## src/rtl/wb_port_arbiter.sv

```systemverilog
// Writeback port arbiter: round-robin sharing of the register bank's single
// write port among NUM_REQ functional units, plus a one-cycle aligned
// forward of dispatch's invalidate stream and same-register collision flag.
module wb_port_arbiter #(
  parameter  int NUM_REQ = 4,
  parameter  int DATA_W  = 32,
  parameter  int ADDR_W  = 5,
  localparam int IDX_W   = $clog2(NUM_REQ)
) (
  input  logic                            clk,
  input  logic                            reset,
  input  logic [NUM_REQ-1:0]              req_valid,
  output logic [NUM_REQ-1:0]              req_ready,
  input  logic [NUM_REQ-1:0][ADDR_W-1:0]  req_addr,
  input  logic [NUM_REQ-1:0][DATA_W-1:0]  req_data,
  input  logic                            port_hold,
  input  logic [ADDR_W-1:0]               disp_inval_addr,
  output logic [ADDR_W-1:0]               write_address,
  output logic [DATA_W-1:0]               write_data,
  output logic [ADDR_W-1:0]               invalidate_register,
  output logic                            wb_collision,
  output logic [IDX_W-1:0]                grant_idx
);

  // Registered state
  logic [IDX_W-1:0]  rr_ptr_q,        rr_ptr_d;
  logic [ADDR_W-1:0] write_address_q, write_address_d;
  logic [DATA_W-1:0] write_data_q,    write_data_d;
  logic [ADDR_W-1:0] inval_q,         inval_d;
  logic              collision_q,     collision_d;
  logic [IDX_W-1:0]  grant_idx_q,     grant_idx_d;

  // Combinational arbitration results
  logic [NUM_REQ-1:0] zero_ack;
  logic [NUM_REQ-1:0] cand;
  logic [NUM_REQ-1:0] grant_oh;
  logic               grant_vld;
  logic [IDX_W-1:0]   grant_sel;
  logic [IDX_W-1:0]   probe;
  logic [ADDR_W-1:0]  gnt_addr;
  logic [DATA_W-1:0]  gnt_data;
  logic               collision_hit;

  // Classify requests, pick the first candidate at or above rr_ptr (wrapping)
  // and compute next-state values for every register.
  always_comb begin
    // NOTE: every signal gets a default before any conditional assignment, so
    // no path leaves a value unassigned and no latch is inferred.
    zero_ack      = '0;
    cand          = '0;
    grant_oh      = '0;
    grant_vld     = 1'b0;
    grant_sel     = '0;
    probe         = '0;
    gnt_addr      = '0;
    gnt_data      = '0;
    collision_hit = 1'b0;

    // Zero-address writebacks need no port, so they are acknowledged directly.
    for (int i = 0; i < NUM_REQ; i++) begin
      if (req_valid[i] && !reset) begin
        if (req_addr[i] == '0) zero_ack[i] = 1'b1;
        else                   cand[i]     = 1'b1;
      end
    end

    if (!port_hold) begin
      for (int k = 0; k < NUM_REQ; k++) begin
        probe = IDX_W'((int'(rr_ptr_q) + k) % NUM_REQ);
        if (!grant_vld && cand[probe]) begin
          grant_vld = 1'b1;
          grant_sel = probe;
        end
      end
    end

    if (grant_vld) begin
      grant_oh[grant_sel] = 1'b1;
      gnt_addr            = req_addr[grant_sel];
      gnt_data            = req_data[grant_sel];
      collision_hit       = (disp_inval_addr != '0) && (gnt_addr == disp_inval_addr);
    end

    // Next-state defaults hold or clear, then a grant overrides.
    rr_ptr_d        = rr_ptr_q;
    write_address_d = '0;
    write_data_d    = write_data_q;
    inval_d         = disp_inval_addr;
    collision_d     = collision_q | collision_hit;
    grant_idx_d     = grant_idx_q;

    if (grant_vld) begin
      rr_ptr_d     = (grant_sel == IDX_W'(NUM_REQ - 1)) ? '0 : grant_sel + 1'b1;
      grant_idx_d  = grant_sel;
      write_data_d = gnt_data;
      // A same-cycle invalidate of the target register wins: the write is dropped.
      if (!collision_hit) write_address_d = gnt_addr;
    end
  end

  // Acknowledge zero-address requests and the single granted candidate.
  assign req_ready = zero_ack | grant_oh;

  // State update with synchronous active-high reset.
  always_ff @(posedge clk) begin
    // NOTE: sequential state uses non-blocking assignment so every flop samples
    // the pre-edge value of every other flop, regardless of statement order.
    if (reset) begin
      rr_ptr_q        <= '0;
      write_address_q <= '0;
      write_data_q    <= '0;
      inval_q         <= '0;
      collision_q     <= 1'b0;
      grant_idx_q     <= '0;
    end else begin
      rr_ptr_q        <= rr_ptr_d;
      write_address_q <= write_address_d;
      write_data_q    <= write_data_d;
      inval_q         <= inval_d;
      collision_q     <= collision_d;
      grant_idx_q     <= grant_idx_d;
    end
  end

  // NOTE: outputs are forced low while reset is high so the bank sees a quiet
  // port in the very first reset cycle, before the flops have been cleared.
  assign write_address       = reset ? '0   : write_address_q;
  assign write_data          = reset ? '0   : write_data_q;
  assign invalidate_register = reset ? '0   : inval_q;
  assign wb_collision        = reset ? 1'b0 : collision_q;
  assign grant_idx           = reset ? '0   : grant_idx_q;

endmodule
```

## config.mk

```make
export PLATFORM = sky130hd
export DESIGN_NAME = wb_port_arbiter
export DESIGN_NICKNAME = d
export VERILOG_FILES = /design/src/rtl/wb_port_arbiter.sv
export SDC_FILE = /design/constraint.sdc
export NUM_CORES = 1
export LEC_CHECK = 0
export CAP_MARGIN = 5
export CORE_MARGIN = 2
export CORE_UTILIZATION = 38
export CTS_BUF_LIST = sky130_fd_sc_hd__clkbuf_16
export DETAILED_ROUTE_END_ITERATION = 6
export PLACE_DENSITY_LB_ADDON = 0.15
export SYNTH_ARGS = -nofsm -noshare
export SYNTH_HDL_FRONTEND = slang
export SYNTH_SLANG_ARGS = --single-unit
```

## constraint.sdc

```tcl
create_clock -name clk -period 6.4 [get_ports clk]
set_clock_uncertainty 0.1 [all_clocks]
set_input_delay 1.6 -clock clk [delete_from_list [all_inputs] [get_ports clk]]
set_output_delay 1.6 -clock clk [all_outputs]
set_load 0.005 [all_outputs]
```

==> summary.md, run 1 <==
| Metric | Value |
|---|---|
| Status | finished, final reports clean |
| Hold worst-path end | rr_ptr_q[1]$_SDFFE_PP0P_ |
| VDD IR-drop max | 109 uV |
| Port-buffer cells | 208 |
| Max stage delay on crit path | 0.58 ns |
| Initial Utilization | 0.396 |
| Crit Reg-Reg Endpoint | write_address_q[2]$_SDFF_PP0_ |
| Area of the multi-input gates | 2400 sq um |
| Max Cap Violations | 0 |
| Gpl congestion | 0.931 |
| DIE HEIGHT | 99.7 um |
| Routed vias/inst | 5.34 |
| Achievable Freq | 0.162 GHz |
| Reg clk slew, reported paths | 0.07 ns |
| Total Wirelength | 11900 um |
| Worst Hold Launch | rr_ptr_q[1]$_SDFFE_PP0P_ |
| Worst EP arrival | 4.49 ns |
| Crit path time final | 6.19 ns |
| Worst setup SP type | input pin |
| R2r startpoint | rr_ptr_q[0]$_SDFFE_PP0P_ |
| Synth cell count leaders | nand2_1, nor2b_1, nor2_1, dfxtp_1 |
| Most common cell in the netlist | nand2_1 |
| CTS Buffer Depth | 2 |
| IO Count | 209 |
| Syn nets | 610 |
| Worst-Margin Slew | 0.728 ns |
| Max_slew headroom | 0.515 |
| Reg2reg setup slack | 2.68 ns |
| R2R depth | 11 |
| Synth-to-Final Area Change | 66.1% |
| Switching share of power | 0.278 |
| Leakage | 2.39 nW |
| All-Layer GR Usage | 0.232 |
| Largest net degree at the start of global routing | 72 |
| Clk sinks | 47 |
| Sequential Power Share | 0.354 |
| Die W | 99.7 um |
| Post-route clock period utilization | 0.967 |
| Cell depth of the worst min-delay path | 2 |
| Seq cells post-synth | 47 |
| CP max-delay cell | or4_1 |
| Yosys warns | 0 |
| Final WS setup | 0.211 ns |
| Async SR Flop Fraction | 0 |
| Number of global-route vias before repair | 3917 |
| Resize count post-CTS | 0 |
| Family with the most delay on the worst path | buffers and inverters |
| Total grt overflow | 0 |
| Gate power share | 0.369 |
| Critical path peak fanout | 5 |
| Post-synth top area cell | dfxtp_1 |
| Mean Syn Cell Area | 7.81 sq um |
| Total negative slack | 0 ns |
| Most used cell, CP | clkdlybuf4s50_1 |
| DR vias | 3967 |
| Post-synth top area share | 0.270 |
| Initial drt markers | 140 |
| HP Class | flop to flop |
| Routed wire per std cell | 16.0 um |
| ANT nets after route | 0 |
| Largest cells by area after synthesis | dfxtp_1, mux2_2, nor2b_1 |
| First-pass GRT wire length | 18700 um |
| Worst-Skew Late Latency | 0.28 ns |
| Setup CP Type | input pin to output port |
| Mapped Area | 3480 sq um |
| DRC | 0 |
| Buf/Inv on CP | 3 |
| Fill count | 782 |
| Die Footprint | 9950 sq um |
| Placed Instances | 736 |
| Final Util | 0.657 |
| CTS Root Cell | clkbuf_16 |
| Setup violations, final | 0 |
| CP required | 4.70 ns |
| Sequential-to-total area share from yosys stat | 0.270 |
| Fin. Hold Viols | 0 |
| H-Tree Depth | 2 |
| Int Pwr | 0.664 mW |
| Post-synth cell types | 53 |
| Final cell count without fillers | 743 |
| Cts bufs inserted | 5 |
| Crit end category | output port |
| Share of cells above drive strength 1 | 0.0945 |
| Clock power share | 0.277 |
| Number of synthesized flops with an enable pin | 0 |
| Initial antenna violation count | 0 |
| Placeable Area | 8810 sq um |
| Ant. Diodes | 0 |
| Post-Synthesis Cells | 446 |
| HPWL after DPL | 9070 um |
| RSZ-0062 raised after global routing | false |
| Pre-antenna DRT Iters | 4 |
| Slew Limit Fails | 0 |
| Sequential cell area | 941 sq um |
| DP Worst Slack | 0.237 ns |
| FP Rows | 34 |
| Post-synth top flop | dfxtp_1 |
| Setup Buffers After CTS | 0 |
| Post-layout nets | 799 |
| Power Density | 159 nW/um^2 |
| Sw power | 0.256 mW |
| CTS tree | built |
| Critical path cell sequence | clkdlybuf4s50_1, or4_1, o21ai_1, mux2i_1, a211oi_1, or3_1, inv_6, ha_1, a32o_1, clkdlybuf4s50_1 |
| CTS Hold Bufs | 0 |
| Tot Pwr | 0.919 mW |
[worst register-to-register path, stage by stage (launching register included)]
cell and delay, ns:
dfxtp_1 0.45, inv_1 0.16, a21boi_1 0.16, o21ai_1 0.07
or3_1 0.51, inv_6 0.11, buf_4 0.38, mux2i_1 0.42
a22oi_1 0.15, a311o_1 0.37, a2111oi_4 0.53, a2111oi_0 0.14
[worst max path at each step]
stage / to / depth (start not counted) / slack [ns] / startpoint
floorplan: req_ready[2] / 12 / 0.51 / req_addr[9]
global placement: req_ready[1] / 9 / 0.28 / req_addr[9]
detailed placement: req_ready[1] / 9 / 0.24 / req_addr[9]
CTS: req_ready[1] / 9 / 0.24 / req_addr[9]
global route: req_ready[0] / 10 / 0.02 / req_addr[11]
finish: req_ready[3] / 10 / 0.21 / req_addr[10]
[cell families after synthesis]
group / Yosys count / synth area share
flops: 47 / 0.270
simple gates: 203 / 0.274
mux: 46 / 0.144
fa+ha+maj: 4 / 0.0144
compound gates: 106 / 0.249
buf+inv: 40 / 0.0478
[routing by layer]
| layer | GRT usage | vias to the layer above | share of wire |
|---|---|---|---|
| met2 | 0.418 | 154 | 0.50 |
| met4 | 0.0495 | 0 | 0.0098 |
| met3 | 0.0541 | 8 | 0.075 |
| met5 | 0 | - | 0 |
| li1 | - | 1964 | - |
| met1 | 0.281 | 1841 | 0.41 |
[stage by stage]
stage	area [sq um]	hold WS, ns
finish	5790	0.428
global route	5790	0.458
CTS	5790	0.426
detailed placement	5650	0.415
global placement	5650	0.392
floorplan	3480	0.362
[sequential cells by signal, summed over array words and instances (netlist names)]
register	cells
write_data_q	32
inval_q	5
write_address_q	5
rr_ptr_q	2
collision_q	1
grant_idx_q	2
[area by class of cell]
class                   instances  area share
well taps                     108      0.0234
clock buffers                   5      0.0216
inverters                       5     0.00411
clock inverters                 2     0.00216
flip-flops and latches         47       0.163
multi-input cells             359       0.415
repair buffers                217       0.371
[placed cells by master, fill, tap and decap left out, drive strengths merged, types with 2 or more instances in the layout]
master,instances
or4,5
a2111oi,2
a311oi,32
a21boi,2
clkdlybuf4s50,207
nand2b,2
o31ai,2
or3,3
dfxtp,47
o21ai,6
a21o,34
o21a,2
nand3,4
a32o,3
nor2,48
a211oi,2
o22ai,2
a32oi,2
inv,6
ha,4
nor3,4
nand2,78
or2,5
clkbuf,5
mux2i,12
buf,10
nor2b,50
mux2,34
a21oi,4
o211ai,4
[power by group through the flow]
stage | Combinational (mW) | Sequential (mW) | Clock [mW]
after global routing | 0.370 | 0.328 | 0.276
after CTS | 0.342 | 0.325 | 0.261
final | 0.339 | 0.325 | 0.255
after floorplan | 0.168 | 0.330 | 0
after global placement | 0.334 | 0.331 | 0
after detailed placement | 0.340 | 0.332 | 0
Power figures use the tool's default switching activity.
==> run 2, diff against run 1 <==
--- a/config.mk
+++ b/config.mk
@@ -8,7 +8,6 @@
 export CAP_MARGIN = 5
 export CORE_MARGIN = 2
 export CORE_UTILIZATION = 38
-export CTS_BUF_LIST = sky130_fd_sc_hd__clkbuf_16
 export DETAILED_ROUTE_END_ITERATION = 6
 export PLACE_DENSITY_LB_ADDON = 0.15
 export SYNTH_ARGS = -nofsm -noshare
==> run 2 against run 1 <==
Register-to-register slack got worse by 0.02 ns. Count of clock-buffer cells in the layout increased by 1. First-iteration DRC count increased by 0.71%. Critical endpoint unchanged. Flip-flop and latch count unchanged.
==> summary.md, run 2 (same netlist as run 1, synthesis figures left out) <==
| Metric | Value |
|---|---|
| Status | finished, final reports clean |
| CTS Buffer Depth | 2 |
| Worst-Margin Slew | 0.722 ns |
| Clk sinks | 47 |
| Commonest non-fill, non-tap cell in the layout | clkdlybuf4s50_1 |
| Design Area, Final | 5740 sq um |
| Post-route clock period utilization | 0.967 |
| FP Rows | 34 |
| Max_slew headroom | 0.519 |
| ANT nets after route | 0 |
| Port-buffer cells | 208 |
| First-pass GRT wire length | 18800 um |
| Reg clk slew, reported paths | 0.09 ns |
| Worst-Skew Late Latency | 0.30 ns |
| HP Class | flop to flop |
| Area post-placement | 5650 sq um |
| Resize count post-CTS | 0 |
| Setup Buffers After CTS | 0 |
| Pre-antenna DRT Iters | 4 |
| Initial antenna violation count | 0 |
| All-Layer GR Usage | 0.233 |
| Area of the multi-input gates | 2400 sq um |
| VDD IR-drop max | 79.2 uV |
| Routed wire per std cell | 16.1 um |
| DR vias | 3973 |
| Biggest regs | write_data_q x32, inval_q x5, write_address_q x5 |
| Crit end category | output port |
| Post-layout nets | 799 |
| CTS Root Cell | clkbuf_8 |
| Critical path peak fanout | 5 |
| Crit path time final | 6.19 ns |
| Placeable Area | 8810 sq um |
| Setup CP Type | input pin to output port |
| Ant. Diodes | 0 |
| Slew Limit Fails | 0 |
| Die W | 99.7 um |
| Most flop-heavy register | write_data_q |
| CP required | 4.70 ns |
| Total grt overflow | 0 |
| Largest net degree at the start of global routing | 72 |
| Die Footprint | 9950 sq um |
| R2r startpoint | rr_ptr_q[0]$_SDFFE_PP0P_ |
| Cts bufs inserted | 5 |
| Launch point of the worst path | req_addr[10] |
| Leakage | 2.37 nW |
| Final WS setup | 0.211 ns |
| Worst setup SP type | input pin |
| Fill count | 785 |
| CTS tree | built |
| Most frequent cells in the layout | clkdlybuf4s50_1, nand2_1, nor2b_1 |
| Max Cap Violations | 0 |
| DP Worst Slack | 0.237 ns |
| Total Wirelength | 12000 um |
| Initial drt markers | 141 |
| Fin. Hold Viols | 0 |
| Reg2reg setup slack | 2.66 ns |
| Gpl congestion | 0.931 |
| DIE HEIGHT | 99.7 um |
| Setup violations, final | 0 |
| Number of global-route vias before repair | 3919 |
| HPWL after DPL | 9070 um |
| Initial Utilization | 0.396 |
| Worst Hold Launch | rr_ptr_q[1]$_SDFFE_PP0P_ |
| Power Density | 149 nW/um^2 |
| Synth-to-Final Area Change | 64.8% |
| Worst EP arrival | 4.49 ns |
| Sequential cell area | 941 sq um |
| Routed vias/inst | 5.35 |
| DRC | 0 |
| CTS Hold Bufs | 0 |
| Achievable Freq | 0.162 GHz |
| Total negative slack | 0 ns |
| H-Tree Depth | 2 |
| Share of cells above drive strength 1 | 0.0961 |
| IO Count | 209 |
| RSZ-0062 raised after global routing | false |
| Max reg flops | 32 |
-- run 2: layout make-up --
class | instances | area share
tap | 108 | 0.0235
multi-input combinational | 359 | 0.419
inverter | 5 | 0.00414
sequential | 47 | 0.164
clock buffer | 6 | 0.0144
clock inverter | 1 | 0.00153
timing repair buffer | 217 | 0.374
-- run 2: critical path, cell delays in order --
cell and delay (ns):
clkdlybuf4s50_1 0.42, or4_1 0.58, o21ai_1 0.31, mux2i_1 0.13
a211oi_1 0.23, or3_1 0.33, inv_6 0.05, ha_1 0.19
a32o_1 0.21, clkdlybuf4s50_1 0.44
-- run 2: final timing paths --
check        depth (start not counted)                       endpoint
max                                 10                   req_ready[3]
min                                  2       rr_ptr_q[1]$_SDFFE_PP0P_
min reg2reg                          2       rr_ptr_q[1]$_SDFFE_PP0P_
max reg2reg                         11  write_address_q[2]$_SDFF_PP0_
-- run 2: metal layers --
layer,GRT usage,vias to the layer above,part of all wire
li1,-,1963,-
met1,0.281,1834,0.41
met2,0.418,163,0.50
met3,0.0541,13,0.081
met4,0.0527,0,0.013
met5,0,-,0
-- run 2: power by group --
part	leakage, nW	switching (mW)	total [mW]	internal, mW
Sequential	0.388	0.00602	0.325	0.319
Combinational	1.93	0.138	0.339	0.201
Clock	0.0477	0.105	0.192	0.0872
-- run 2: stage by stage --
stage / util / hold slack (ns) / instances / total power [mW]
3_5_place_dp: 0.641 / 0.415 / 736 / 0.671
6_report: 0.652 / 0.442 / 743 / 0.857
4_1_cts: 0.652 / 0.430 / 743 / 0.865
3_3_place_gp: 0.641 / 0.392 / 736 / 0.665
2_1_floorplan: - / 0.362 / 446 / 0.498
5_1_grt: 0.652 / 0.463 / 743 / 0.911
